**src/rtl/mgt_01_fmul_normalize_round.sv**
```systemverilog
// mgt_01_fmul_normalize_round
//   Post-multiply stage of the FP32 multiply path. Captures the Booth
//   significand product and side-band data, normalises it, rounds per
//   RISC-V frm, and packs an IEEE-754 single result with fflags.
//   Results leave through a valid/ready handshake.
// Ports
//   clk_i      clock
//   rst_n_i    synchronous reset, active low
//   clk_en_i   clock enable; low freezes all state
//   product_i  Booth product, bits [47:0] used (1.23 x 1.23)
//   valid_i    product and side-band inputs valid
//   sign_i     result sign
//   exp_sum_i  signed biased exponent sum
//   zero_i     an operand is zero; forces a signed-zero result
//   rm_i       rounding mode (RNE, RTZ, RDN, RUP, RMM)
//   ready_i    downstream accepts the result
//   busy_o     FSM not idle
//   valid_o    result_o / fflags_o valid
//   result_o   packed FP32 result
//   fflags_o   {NV,DZ,OF,UF,NX}
module mgt_01_fmul_normalize_round #(
   parameter int XLEN  = 32,
   parameter int EXP_W = 10
) (
   input  logic                clk_i,
   input  logic                rst_n_i,
   input  logic                clk_en_i,
   input  logic [2*XLEN-1:0]   product_i,
   input  logic                valid_i,
   input  logic                sign_i,
   input  logic [EXP_W-1:0]    exp_sum_i,
   input  logic                zero_i,
   input  logic [2:0]          rm_i,
   input  logic                ready_i,
   output logic                busy_o,
   output logic                valid_o,
   output logic [31:0]         result_o,
   output logic [4:0]          fflags_o
);

   localparam logic [1:0] ST_IDLE  = 2'd0;
   localparam logic [1:0] ST_NORM  = 2'd1;
   localparam logic [1:0] ST_ROUND = 2'd2;
   localparam logic [1:0] ST_DONE  = 2'd3;

   localparam logic [2:0] RM_RNE = 3'b000;
   localparam logic [2:0] RM_RTZ = 3'b001;
   localparam logic [2:0] RM_RDN = 3'b010;
   localparam logic [2:0] RM_RUP = 3'b011;
   localparam logic [2:0] RM_RMM = 3'b100;

   // One guard bit of headroom so exp_sum + normalise + carry never wraps.
   localparam logic signed [EXP_W:0] EXP_ONE = (EXP_W+1)'(1);
   localparam logic signed [EXP_W:0] EXP_MAX = (EXP_W+1)'(255);
   localparam logic signed [EXP_W:0] EXP_MIN = '0;

   logic [1:0]              state_q, state_d;
   logic [47:0]             prod_q;
   logic                    sign_q;
   logic [EXP_W-1:0]        exp_in_q;
   logic                    zero_q;
   logic [2:0]              rm_q;
   logic [22:0]             mant_q, mant_d;
   logic                    g_q, g_d;
   logic                    s_q, s_d;
   logic signed [EXP_W:0]   exp_q, exp_d;
   logic [31:0]             result_q, result_d;
   logic [4:0]              fflags_q, fflags_d;

   logic                    inc;
   logic [23:0]             mant_inc;
   logic signed [EXP_W:0]   exp_r;
   logic                    to_inf;

   // FSM next state
   always_comb begin
      state_d = state_q;
      case (state_q)
         ST_IDLE:  if (valid_i) state_d = ST_NORM;
         ST_NORM:  state_d = ST_ROUND;
         ST_ROUND: state_d = ST_DONE;
         ST_DONE:  if (ready_i) state_d = ST_IDLE;
         default:  state_d = ST_IDLE;
      endcase
   end

   // Normalise: the product of two 1.x significands lies in [1,4)
   always_comb begin
      if (prod_q[47]) begin
         mant_d = prod_q[46:24];
         g_d    = prod_q[23];
         s_d    = |prod_q[22:0];
         exp_d  = $signed({exp_in_q[EXP_W-1], exp_in_q}) + EXP_ONE;
      end else begin
         mant_d = prod_q[45:23];
         g_d    = prod_q[22];
         s_d    = |prod_q[21:0];
         exp_d  = $signed({exp_in_q[EXP_W-1], exp_in_q});
      end
   end

   // Round, then classify overflow / underflow on the post-rounding exponent
   always_comb begin
      case (rm_q)
         RM_RNE:  inc = g_q & (s_q | mant_q[0]);
         RM_RTZ:  inc = 1'b0;
         RM_RDN:  inc = sign_q & (g_q | s_q);
         RM_RUP:  inc = ~sign_q & (g_q | s_q);
         RM_RMM:  inc = g_q;
         default: inc = 1'b0;
      endcase
      mant_inc = {1'b0, mant_q} + {23'b0, inc};
      exp_r    = mant_inc[23] ? exp_q + EXP_ONE : exp_q;
      to_inf   = (rm_q == RM_RNE) | (rm_q == RM_RMM) |
                 ((rm_q == RM_RUP) & ~sign_q) | ((rm_q == RM_RDN) & sign_q);

      result_d = {sign_q, exp_r[7:0], mant_inc[22:0]};
      fflags_d = {4'b0000, g_q | s_q};
      if (zero_q) begin
         result_d = {sign_q, 31'b0};
         fflags_d = '0;
      end else if (exp_r >= EXP_MAX) begin
         result_d = to_inf ? {sign_q, 8'hFF, 23'b0} : {sign_q, 8'hFE, {23{1'b1}}};
         fflags_d = 5'b00101;
      end else if (exp_r <= EXP_MIN) begin
         result_d = {sign_q, 31'b0};
         fflags_d = 5'b00011;
      end
   end

   always_ff @(posedge clk_i) begin
      if (!rst_n_i) begin
         state_q  <= ST_IDLE;
         prod_q   <= '0;
         sign_q   <= 1'b0;
         exp_in_q <= '0;
         zero_q   <= 1'b0;
         rm_q     <= '0;
         mant_q   <= '0;
         g_q      <= 1'b0;
         s_q      <= 1'b0;
         exp_q    <= '0;
         result_q <= '0;
         fflags_q <= '0;
      end else if (clk_en_i) begin
         state_q <= state_d;
         if (state_q == ST_IDLE && valid_i) begin
            prod_q   <= product_i[47:0];
            sign_q   <= sign_i;
            exp_in_q <= exp_sum_i;
            zero_q   <= zero_i;
            rm_q     <= rm_i;
         end
         if (state_q == ST_NORM) begin
            mant_q <= mant_d;
            g_q    <= g_d;
            s_q    <= s_d;
            exp_q  <= exp_d;
         end
         if (state_q == ST_ROUND) begin
            result_q <= result_d;
            fflags_q <= fflags_d;
         end
      end
   end

   assign busy_o   = (state_q != ST_IDLE);
   assign valid_o  = (state_q == ST_DONE);
   assign result_o = result_q;
   assign fflags_o = fflags_q;

endmodule

```
**config.mk**
```make
export PLATFORM = sky130hd
export DESIGN_NAME = mgt_01_fmul_normalize_round
export DESIGN_NICKNAME = d
export VERILOG_FILES = /design/src/rtl/mgt_01_fmul_normalize_round.sv
export SDC_FILE = /design/constraint.sdc
export NUM_CORES = 1
export LEC_CHECK = 0
export CAP_MARGIN = 30
export CORE_MARGIN = 8
export CORE_UTILIZATION = 30
export DETAILED_ROUTE_END_ITERATION = 10
export PLACE_DENSITY = 0.54
export SYNTH_ARGS = -nofsm -noshare
export SYNTH_HDL_FRONTEND = slang
export SYNTH_SLANG_ARGS = --single-unit
```
**constraint.sdc**
```tcl
create_clock -name clk_i -period 8 [get_ports clk_i]
set_clock_uncertainty 0.05 [all_clocks]
set_input_delay 1.2 -clock clk_i [delete_from_list [all_inputs] [get_ports clk_i]]
set_output_delay 1.2 -clock clk_i [all_outputs]
set_load 0.02 [all_outputs]
```
==> impl_metrics.py, run 1 <==
metrics = {
    "placement": {
        "placed_cells": 1144,
        "io_buffer_count": 104,
        "routabilityCongestion": 0.8306,
        "hpwlAfterDp_um": 12160,
        "dpl-instance-area_um2": 8082,
        "post-place-ws_ns": 3.770,
    },
    "layout": {
        "drive_above_1_share_pct": 6.397,
        "finish.utilization_pct": 38.63,
        "stdcell_area_um2": 8693,
        "area_growth_pct": 27.25,
        "mostFrequentLayoutCell": "nand2_1",
        "finalNetCount": 972,
        "final_cell_count_no_fill": 1176,
        "diodes": 0,
        "layout_common_cells": "208 x nand2_1, 136 x dfxtp_1, 103 x clkdlybuf4s50_1, 93 x a21boi_0, 35 x o211a_1",
    },
    "grt": {
        "grt_pass1_vias": 5622,
        "grt_use_total_pct": 12.65,
        "grt-ovfl-total": 0,
        "grt_max_degree": 101,
        "grt_pass1_wl_um": 29100,
        "antenna_found_initial": 0,
    },
    "setup_path": {
        "cpPeakStageDelay_ns": 0.82,
        "crit_slowest_cell": "o2111ai_2",
        "r2r-start": "rm_q[1]",
        "critPathBufInv": 0,
        "crit_cells": 12,
        "r2r-end": "fflags_o[0]",
        "cp-end-kind": "flip-flop",
        "path_delay_family": "simple AND/OR/NAND/NOR gates",
        "crit_start": "rm_q[1]",
        "endpoint": "fflags_o[0]",
        "cp.arrival_ns": 4.53,
        "cp.required_ns": 8.26,
        "worst-r2r-cell-count": 12,
        "crit_path_cell_trace": "nor2b_1 > and2_1 > ha_1 > o22ai_1 > ha_1 > nand3_4 > or4_1 > nor3_1 > nor4_1 > o2111ai_2 > o21ai_1 > o31a_1",
        "r2r_setup_slack_ns": 3.74,
        "startpoint_type": "flip-flop",
        "critPathKind": "flip-flop to flip-flop",
        "critical_path.most_common_cell": "ha_1",
        "path_max_fanout": 24,
    },
    "logic_synthesis": {
        "ys_top_cells_by_area": "dfxtp_1 40%, nand2_1 11%, a21boi_0 10%",
        "ys.warnings.count": 0,
        "synth_top_cell_by_area": "dfxtp_1",
        "ys_types": 58,
        "synth_top_area_share_pct": 39.85,
        "synth_edf_count": 0,
        "synth_seq_cells": 136,
        "async_reset_ff_share_pct": 0,
        "synthCells": 806,
        "syn_area_um2": 6832,
        "yosysSeqAreaShare_pct": 39.85,
        "postSynthAreaPerCell_um2": 8.476,
        "synthFlopType": "dfxtp_1",
    },
    "pwr": {
        "peakVddDrop_uv": 116.4,
        "leakagePower_nw": 3.317,
        "powerDensity_nw_per_um2": 203.7,
    },
    "cts": {
        "cts_buffers": 17,
        "cts_hold_buf": 0,
        "clockBufferDepth": 2,
        "cts_tree": "done",
        "postCtsSetupBuffers": 0,
        "htreeDepth": 4,
        "root_buffer": "clkbuf_16",
        "cts_sinks": 136,
        "clock_latency_ns": 0.42,
        "clkTransAtPathRegs_ns": 0.06,
        "cts_resized": 0,
    },
    "route": {
        "wl_um": 17320,
        "drt_first_pass_iters": 5,
        "remaining_drc_errors": 0,
        "routed_via_density": 4.866,
        "wl_per_cell_um": 14.73,
        "drtIter0Drc": 318,
        "vias": 5722,
        "final_antenna_net_count": 0,
    },
    "sta": {
        "hold_viol": 0,
        "worstMarginPinSlew_ns": 0.9985,
        "layout_worst_path_cycle_share_pct": 53.29,
        "rsz0062_at_grt": "no",
        "max_freq_mhz": 234.6,
        "finalSetupViolCount": 0,
        "period_needed_ns": 4.263,
        "finalMaxSlewViolations": 0,
        "setup_tns_ns": 0,
        "slew_headroom_pct": 32.82,
        "setup_slack_ns": 3.737,
    },
    "die": {
        "dieArea_um2": 27860,
        "core_um2": 22500,
        "io_pins": 123,
        "die_w_um": 166.9,
        "fp-row-count": 55,
        "fp.dieH_um": 166.9,
        "start_util_pct": 30.36,
    },
    "run": {
        "maxCapViolations": 0,
    },
    "worst_hold_path": {
        "worstHoldPathType": "flip-flop to flip-flop",
    },
    "status": {
        "status": "complete, no violations",
    },
}
how the worst min path moves through the flow:
| stage | to | cells after the start | from | slack (ns) |
|---|---|---|---|---|
| floorplan | prod_q[11] | 2 | prod_q[11] | 0.39 |
| global placement | prod_q[9] | 2 | prod_q[9] | 0.40 |
| detailed placement | prod_q[7] | 2 | prod_q[7] | 0.41 |
| CTS | prod_q[7] | 2 | prod_q[7] | 0.41 |
| global route | prod_q[9] | 2 | prod_q[9] | 0.43 |
| finish | result_o[31] | 2 | result_o[31] | 0.41 |
logic make-up after synthesis:
logic type	synth area share, %
other	0.05489
XOR/XNOR	5.000
buffers and inverters	4.377
AO/OA/AOI/OAI	24.41
multiplexers	4.267
flip-flops	39.85
AND/OR/NAND/NOR	20.20
adder cells (fa/ha/maj)	1.832
final cells by class:
cell class	instances	area, um2
repair buffers	114	1129
multi-input cells	598	3832
clock buffers	19	442.9
well taps	285	356.6
clock inverters	13	168.9
fillers	2321	13810
inverters	11	41.29
flip-flops and latches	136	2723
per-layer routing:
| layer | track usage, % | share of wire (%) | vias to the layer above |
|---|---|---|---|
| met4 | 4.034 | 1.0 | 0 |
| met1 | 17.96 | 53 | 2597 |
| met3 | 3.333 | 4.3 | 10 |
| li1 | - | - | 2999 |
| met2 | 18.15 | 41 | 116 |
| met5 | 0 | 0 | - |
worst min-delay path: stages (launching register included):
cell	delay, ns
dfxtp_1	0.31
nand2_1	0.05
a21boi_0	0.06
power by group:
group          leakage (nW)  total [mW]  switching, mW  internal, mW
Combinational          1.92       0.207          0.111        0.0961
Sequential             1.11       0.746         0.0360         0.710
Clock                 0.287       0.818          0.316         0.502
metrics by stage:
stage	hold slack [ns]	power, mW
floorplan	0.3879	0.8901
global placement	0.4027	0.9670
detailed placement	0.4050	0.9710
CTS	0.4141	1.798
global route	0.4350	1.864
finish	0.4105	1.771
cells in the mapped netlist (3+ instances only):
cell,count
nor2b_1,5
dfxtp_1,136
nand3_1,20
nand4_1,8
mux2i_1,28
and4_1,3
o211ai_1,23
o211a_1,35
nor3_1,12
nor4_1,11
a21boi_0,93
a22oi_1,24
a21oi_1,3
inv_1,11
o21ai_0,10
or4_1,5
buf_1,4
xnor2_1,23
ha_1,10
clkbuf_1,52
and2_1,3
xor2_1,16
nand2_1,208
and3_1,7
a211oi_1,3
nor2_1,14
sequential cells by signal (all words and copies together) (netlist names):
| name | flops |
|---|---|
| prod_q | 48 |
| result_o | 32 |
| mant_q | 23 |
| exp_q | 11 |
| exp_in_q | 10 |
| fflags_o | 3 |
| rm_q | 3 |
| state_q | 2 |
| g_q | 1 |
| s_q | 1 |
| sign_q | 1 |
| zero_q | 1 |
(Power assumes the default switching activity.)
==> run 2, diff against run 1 <==
Clock period 8 ns to 4.45 ns, I/O delays scaled along.
==> impl_metrics.py, run 2 (synthesis results as in run 1) <==
metrics = {
    "cts": {
        "htreeDepth": 4,
        "clockBufferDepth": 2,
        "cts_sinks": 136,
        "cts_hold_buf": 0,
        "cts_tree": "done",
        "postCtsSetupBuffers": 0,
        "clock_latency_ns": 0.42,
        "cts_buffers": 17,
        "clkTransAtPathRegs_ns": 0.06,
        "root_buffer": "clkbuf_16",
        "cts_resized": 0,
    },
    "setup_path": {
        "cp-end-kind": "flip-flop",
        "startpoint_type": "flip-flop",
        "cp.required_ns": 4.71,
        "path_max_fanout": 25,
        "crit_slowest_cell": "nor2_2",
        "path_delay_family": "simple AND/OR/NAND/NOR gates",
        "critical_path.most_common_cell": "ha_1",
        "cp.arrival_ns": 4.27,
        "crit_path_cell_trace": "nor2b_1 > and2_1 > ha_1 > o22ai_1 > ha_1 > nand3_4 > or4_1 > nor3_1 > mux2i_1 > nor2_2 > o21ai_1 > o31a_1",
        "critPathBufInv": 0,
        "critPathKind": "flip-flop to flip-flop",
        "cpPeakStageDelay_ns": 0.73,
    },
    "layout": {
        "finish.utilization_pct": 38.84,
        "area_growth_pct": 27.93,
        "largest_reg_flops": 48,
        "top_register": "prod_q",
        "mostFrequentLayoutCell": "nand2_1",
        "final_cell_count_no_fill": 1180,
        "diodes": 0,
        "layout_common_cells": "208 x nand2_1, 136 x dfxtp_1, 103 x clkdlybuf4s50_1, 93 x a21boi_0, 35 x o211a_1",
        "drive_above_1_share_pct": 6.704,
        "finalNetCount": 976,
    },
    "route": {
        "wl_per_cell_um": 14.66,
        "vias": 5723,
        "met3_length_um": 692,
        "drtIter0Drc": 334,
        "final_antenna_net_count": 0,
        "drt-met1-wl_um": 8995,
        "remaining_drc_errors": 0,
        "routed_via_density": 4.850,
        "wl_um": 17300,
        "highest_layer": "met4",
        "wl_met2_um": 7434,
        "drt_first_pass_iters": 5,
    },
    "placement": {
        "io_buffer_count": 104,
        "hpwlAfterDp_um": 12450,
        "placed_cells": 1147,
        "routabilityCongestion": 0.8467,
    },
    "sta": {
        "setup_tns_ns": 0,
        "rsz0062_at_grt": "no",
        "layout_worst_path_cycle_share_pct": 90.19,
        "finalSetupViolCount": 0,
        "slew_headroom_pct": 34.09,
        "whs_ns": 0.4108,
        "worstMarginPinSlew_ns": 0.9797,
        "max_freq_mhz": 249.2,
        "period_needed_ns": 4.014,
        "finalMaxSlewViolations": 0,
        "hold_viol": 0,
    },
    "die": {
        "io_pins": 123,
        "fp.dieH_um": 166.9,
        "core_um2": 22500,
        "die_w_um": 166.9,
        "start_util_pct": 30.36,
        "fp-row-count": 55,
        "dieArea_um2": 27860,
    },
    "pwr": {
        "sw_frac_of_total_pct": 26.04,
        "peakVddDrop_uv": 210.0,
        "p_comb_share_pct": 12.0,
        "switchingPower_uw": 825.5,
        "p_int_mw": 2.344,
        "total_power_mw": 3.170,
        "pwr-share-clk_pct": 45.7,
        "leakagePower_nw": 3.348,
        "seq_power_share_pct": 42.3,
        "powerDensity_nw_per_um2": 362.7,
    },
    "grt": {
        "grt_pass1_vias": 5555,
        "antenna_found_initial": 0,
        "grt_max_degree": 110,
        "grt_use_total_pct": 12.36,
        "grt_pass1_wl_um": 28430,
        "grt-ovfl-total": 0,
    },
    "status": {
        "status": "complete, no violations",
    },
    "worst_hold_path": {
        "worstHoldPathType": "flip-flop to flip-flop",
    },
    "run": {
        "maxCapViolations": 0,
    },
}
-- run 2: cell count changes in the layout (fill, tap and decap cells not counted) --
cell,delta
buf_2,-1
buf_8,+1
buf_4,+3
clkinvlp_4,-3
buf_12,+1
clkbuf_8,-1
clkinv_4,+5
inv_6,-2
clkbuf_1,+1
-- run 2: area by class of cell --
type,instances,area (um2)
Sequential cell,136,2723
Clock inverter,13,172.7
Multi-Input combinational cell,598,3832
Inverter,11,41.29
Timing Repair Buffer,118,1181
Clock buffer,19,432.9
Tap cell,285,356.6
Fill cell,2311,13760
-- run 2: path summary, 6_finish.rpt --
kind                 from            to  depth (start not counted)  slack [ns]
max               rm_q[1]   fflags_o[0]                         12        0.44
min          result_o[27]  result_o[27]                          2        0.41
max reg2reg       rm_q[1]   fflags_o[0]                         12        0.44
min reg2reg  result_o[27]  result_o[27]                          2        0.41
-- run 2: power groups by stage --
| stage | combinational [mW] | clock (mW) | sequential [mW] |
|---|---|---|---|
| after detailed placement | 0.384 | 0 | 1.37 |
| after CTS | 0.386 | 1.49 | 1.34 |
| after global placement | 0.378 | 0 | 1.37 |
| final | 0.381 | 1.45 | 1.34 |
| after global routing | 0.429 | 1.54 | 1.35 |
| after floorplan | 0.256 | 0 | 1.34 |
-- run 2: worst reg2reg max path, cell delays in order (launching register included) --
cell     delay [ns]
dfxtp_1        0.33
nor2b_1        0.14
and2_1         0.16
ha_1           0.26
o22ai_1        0.17
ha_1           0.25
nand3_4        0.13
or4_1          0.70
nor3_1         0.26
mux2i_1        0.20
nor2_2         0.73
o21ai_1        0.22
o31a_1         0.31
-- run 2: stage by stage --
step	setup WS, ns	instance area [um2]
finish	0.4364	8740
global route	0.1200	8740
global placement	0.4311	8092
CTS	0.3902	8712
floorplan	1.120	6835
detailed placement	0.3901	8107
-- run 2: per-layer routing --
metal	track usage, %	up-vias
met5	0	-
met2	18.31	105
li1	-	3004
met3	3.641	12
met1	16.91	2602
met4	3.799	0
==> run 3, diff against run 2 <==
Settings changed: ABC_AREA set to 1, MAX_ROUTING_LAYER set to met4.
==> impl_metrics.py, run 3 <==
metrics = {
    "status": {
        "status": "complete, no violations",
    },
    "worst_hold_path": {
        "worstHoldPathType": "flip-flop to flip-flop",
        "min_to": "prod_q[3]",
        "hold_depth": 2,
        "hp-start": "prod_q[3]",
    },
    "grt": {
        "antenna_found_initial": 5,
        "use_met1_pct": 17.51,
        "grt_max_degree": 51,
        "met2_usage_pct": 18.93,
        "grt_pass1_vias": 5528,
        "grt-ovfl-total": 0,
        "busiest_layer": "met2",
        "grt_pass1_wl_um": 28080,
        "grt_use_total_pct": 13.34,
        "met3_usage_pct": 4.736,
    },
    "setup_path": {
        "cp-end-kind": "flip-flop",
        "cp.required_ns": 4.69,
        "critical_path.most_common_cell": "nand2_1",
        "r2r-start": "rm_q[0]",
        "critPathBufInv": 3,
        "path_delay_family": "simple AND/OR/NAND/NOR gates",
        "r2r-end": "result_o[10]",
        "cp.arrival_ns": 3.86,
        "path_max_fanout": 24,
        "crit_path_cell_trace": "inv_1 > nor3_1 > ha_1 > nor3_1 > nand2_1 > nand2_1 > ha_1 > nand2_1 > nor2_4 > nand2_2 > inv_2 > nand2_4 > nand2_1 > nand2_1 > inv_1 > nand2_1 > nor2_4 > nand3_2 > nand2_2 > o21ai_1 > nand3_1 > a21oi_1",
        "critPathKind": "flip-flop to flip-flop",
        "cpPeakStageDelay_ns": 0.48,
        "crit_slowest_cell": "nand2_2",
        "startpoint_type": "flip-flop",
        "r2r_setup_slack_ns": 0.83,
        "worst-r2r-cell-count": 22,
    },
    "sta": {
        "max_freq_mhz": 275.9,
        "setup_tns_ns": 0,
        "finalMaxSlewViolations": 0,
        "period_needed_ns": 3.624,
        "worstMarginPinSlew_ns": 0.7512,
        "slew_headroom_pct": 49.27,
        "rsz0062_at_grt": "no",
        "layout_worst_path_cycle_share_pct": 81.44,
        "hold_viol": 0,
        "finalSetupViolCount": 0,
        "whs_ns": 0.3942,
    },
    "logic_synthesis": {
        "synth_top_cell_by_area": "dfxtp_1",
        "synth_seq_cells": 136,
        "synthTopCellsByCount": "136 x dfxtp_1, 130 x nand2_1, 124 x a21oi_1, 124 x inv_1, 102 x o21ai_0",
        "postSynthAreaPerCell_um2": 7.358,
        "synth_edf_count": 0,
        "yosysSeqAreaShare_pct": 40.98,
        "synth_top_area_share_pct": 40.98,
        "async_reset_ff_share_pct": 0,
        "synthMostInstantiatedCell": "dfxtp_1",
        "synthCells": 903,
        "ys_top_cells_by_area": "dfxtp_1 41%, a21oi_1 9.3%, o21ai_0 7.7%",
        "ys_types": 38,
        "ys.warnings.count": 0,
        "syn_area_um2": 6644,
        "synthFlopType": "dfxtp_1",
    },
    "placement": {
        "hpwlAfterDp_um": 12710,
        "routabilityCongestion": 0.8288,
        "dpl-instance-area_um2": 7871,
        "io_buffer_count": 104,
    },
    "die": {
        "fp.dieH_um": 164.8,
        "core_um2": 21760,
        "dieArea_um2": 27160,
        "die_w_um": 164.8,
        "start_util_pct": 30.54,
        "io_pins": 123,
        "fp-row-count": 54,
    },
    "route": {
        "final_antenna_net_count": 0,
        "drtIter0Drc": 366,
        "wl_um": 17340,
        "drt_first_pass_iters": 4,
        "vias": 5904,
        "routed_via_density": 4.613,
        "remaining_drc_errors": 0,
        "wl_per_cell_um": 13.54,
    },
    "cts": {
        "root_buffer": "clkbuf_16",
        "htreeDepth": 4,
        "cts_tree": "done",
        "clkTransAtPathRegs_ns": 0.06,
        "cts_resized": 0,
        "cts_buffers": 17,
        "clockBufferDepth": 2,
        "cts_hold_buf": 0,
        "cts_sinks": 136,
        "clock_latency_ns": 0.42,
        "postCtsSetupBuffers": 0,
    },
    "layout": {
        "area_growth_pct": 26.91,
        "finalNetCount": 1077,
        "mostFrequentLayoutCell": "dfxtp_1",
        "layout_common_cells": "136 x dfxtp_1, 130 x nand2_1, 124 x inv_1, 124 x a21oi_1, 103 x clkdlybuf4s50_1",
        "largest_reg_flops": 48,
        "top_register": "prod_q",
        "stdcell_area_um2": 8432,
        "drive_above_1_share_pct": 9.246,
    },
    "pwr": {
        "peakVddDrop_uv": 258.6,
        "leakagePower_nw": 3.322,
        "powerDensity_nw_per_um2": 371.1,
        "total_power_mw": 3.129,
    },
    "run": {
        "maxCapViolations": 0,
    },
}
==> run 3: layout make-up <==
class | instances | area, um2
Tap cell | 280 | 350.3
Inverter | 130 | 488.0
Timing Repair Buffer | 114 | 1111
Fill cell | 2321 | 13320
Antenna cell | 5 | 12.51
Sequential cell | 136 | 2723
Clock inverter | 12 | 105.1
Clock buffer | 19 | 442.9
Multi-Input combinational cell | 584 | 3199
==> run 3: worst register-to-register path, delay by kind of cell, from the launching register on <==
kind                     cells  cell delay (ns)
buffers and inverters        3             0.31
AO/OA/AOI/OAI                2             0.24
flip-flops                   1             0.35
adder cells (fa/ha/maj)      2             0.43
AND/OR/NAND/NOR             15             2.10
==> run 3: power breakdown <==
| part | internal (mW) | switching, mW |
|---|---|---|
| clock | 0.776 | 0.539 |
| sequential | 1.30 | 0.0610 |
| combinational | 0.180 | 0.274 |
==> run 3: worst max-delay path by stage <==
| stage | from | to | slack (ns) | cells after the start |
|---|---|---|---|---|
| floorplan | rm_q[0] | result_o[16] | 1.55 | 24 |
| global placement | rm_q[0] | result_o[30] | 0.88 | 22 |
| detailed placement | rm_q[0] | result_o[30] | 0.82 | 22 |
| CTS | rm_q[0] | result_o[30] | 0.80 | 22 |
| global route | rm_q[0] | result_o[30] | 0.32 | 22 |
| finish | rm_q[0] | result_o[10] | 0.83 | 22 |
==> run 3: cell families after synthesis <==
logic type                 synth area share, %
xor gates and xnor gates                 3.823
DFF                                      40.98
buffers and inverters                    11.11
AOI/OAI and AO/OA                        24.44
other                                  0.05644
adders and majority gates                1.883
and+or+nand+nor                          17.70
==> run 3: routing by layer <==
metal	vias up	share of wire (%)
li1	3160	-
met1	2625	51
met2	111	42
met3	8	6.8
met4	0	0.68
met5	-	0
==> run 3: through the flow <==
stage / std cells / util [%] / setup slack [ns]
floorplan: 904 / - / 1.551
global placement: 1244 / 36.18 / 0.8801
detailed placement: 1244 / 36.18 / 0.8219
CTS: 1275 / 38.70 / 0.8011
global route: 1280 / 38.76 / 0.3224
finish: 1280 / 38.76 / 0.8257
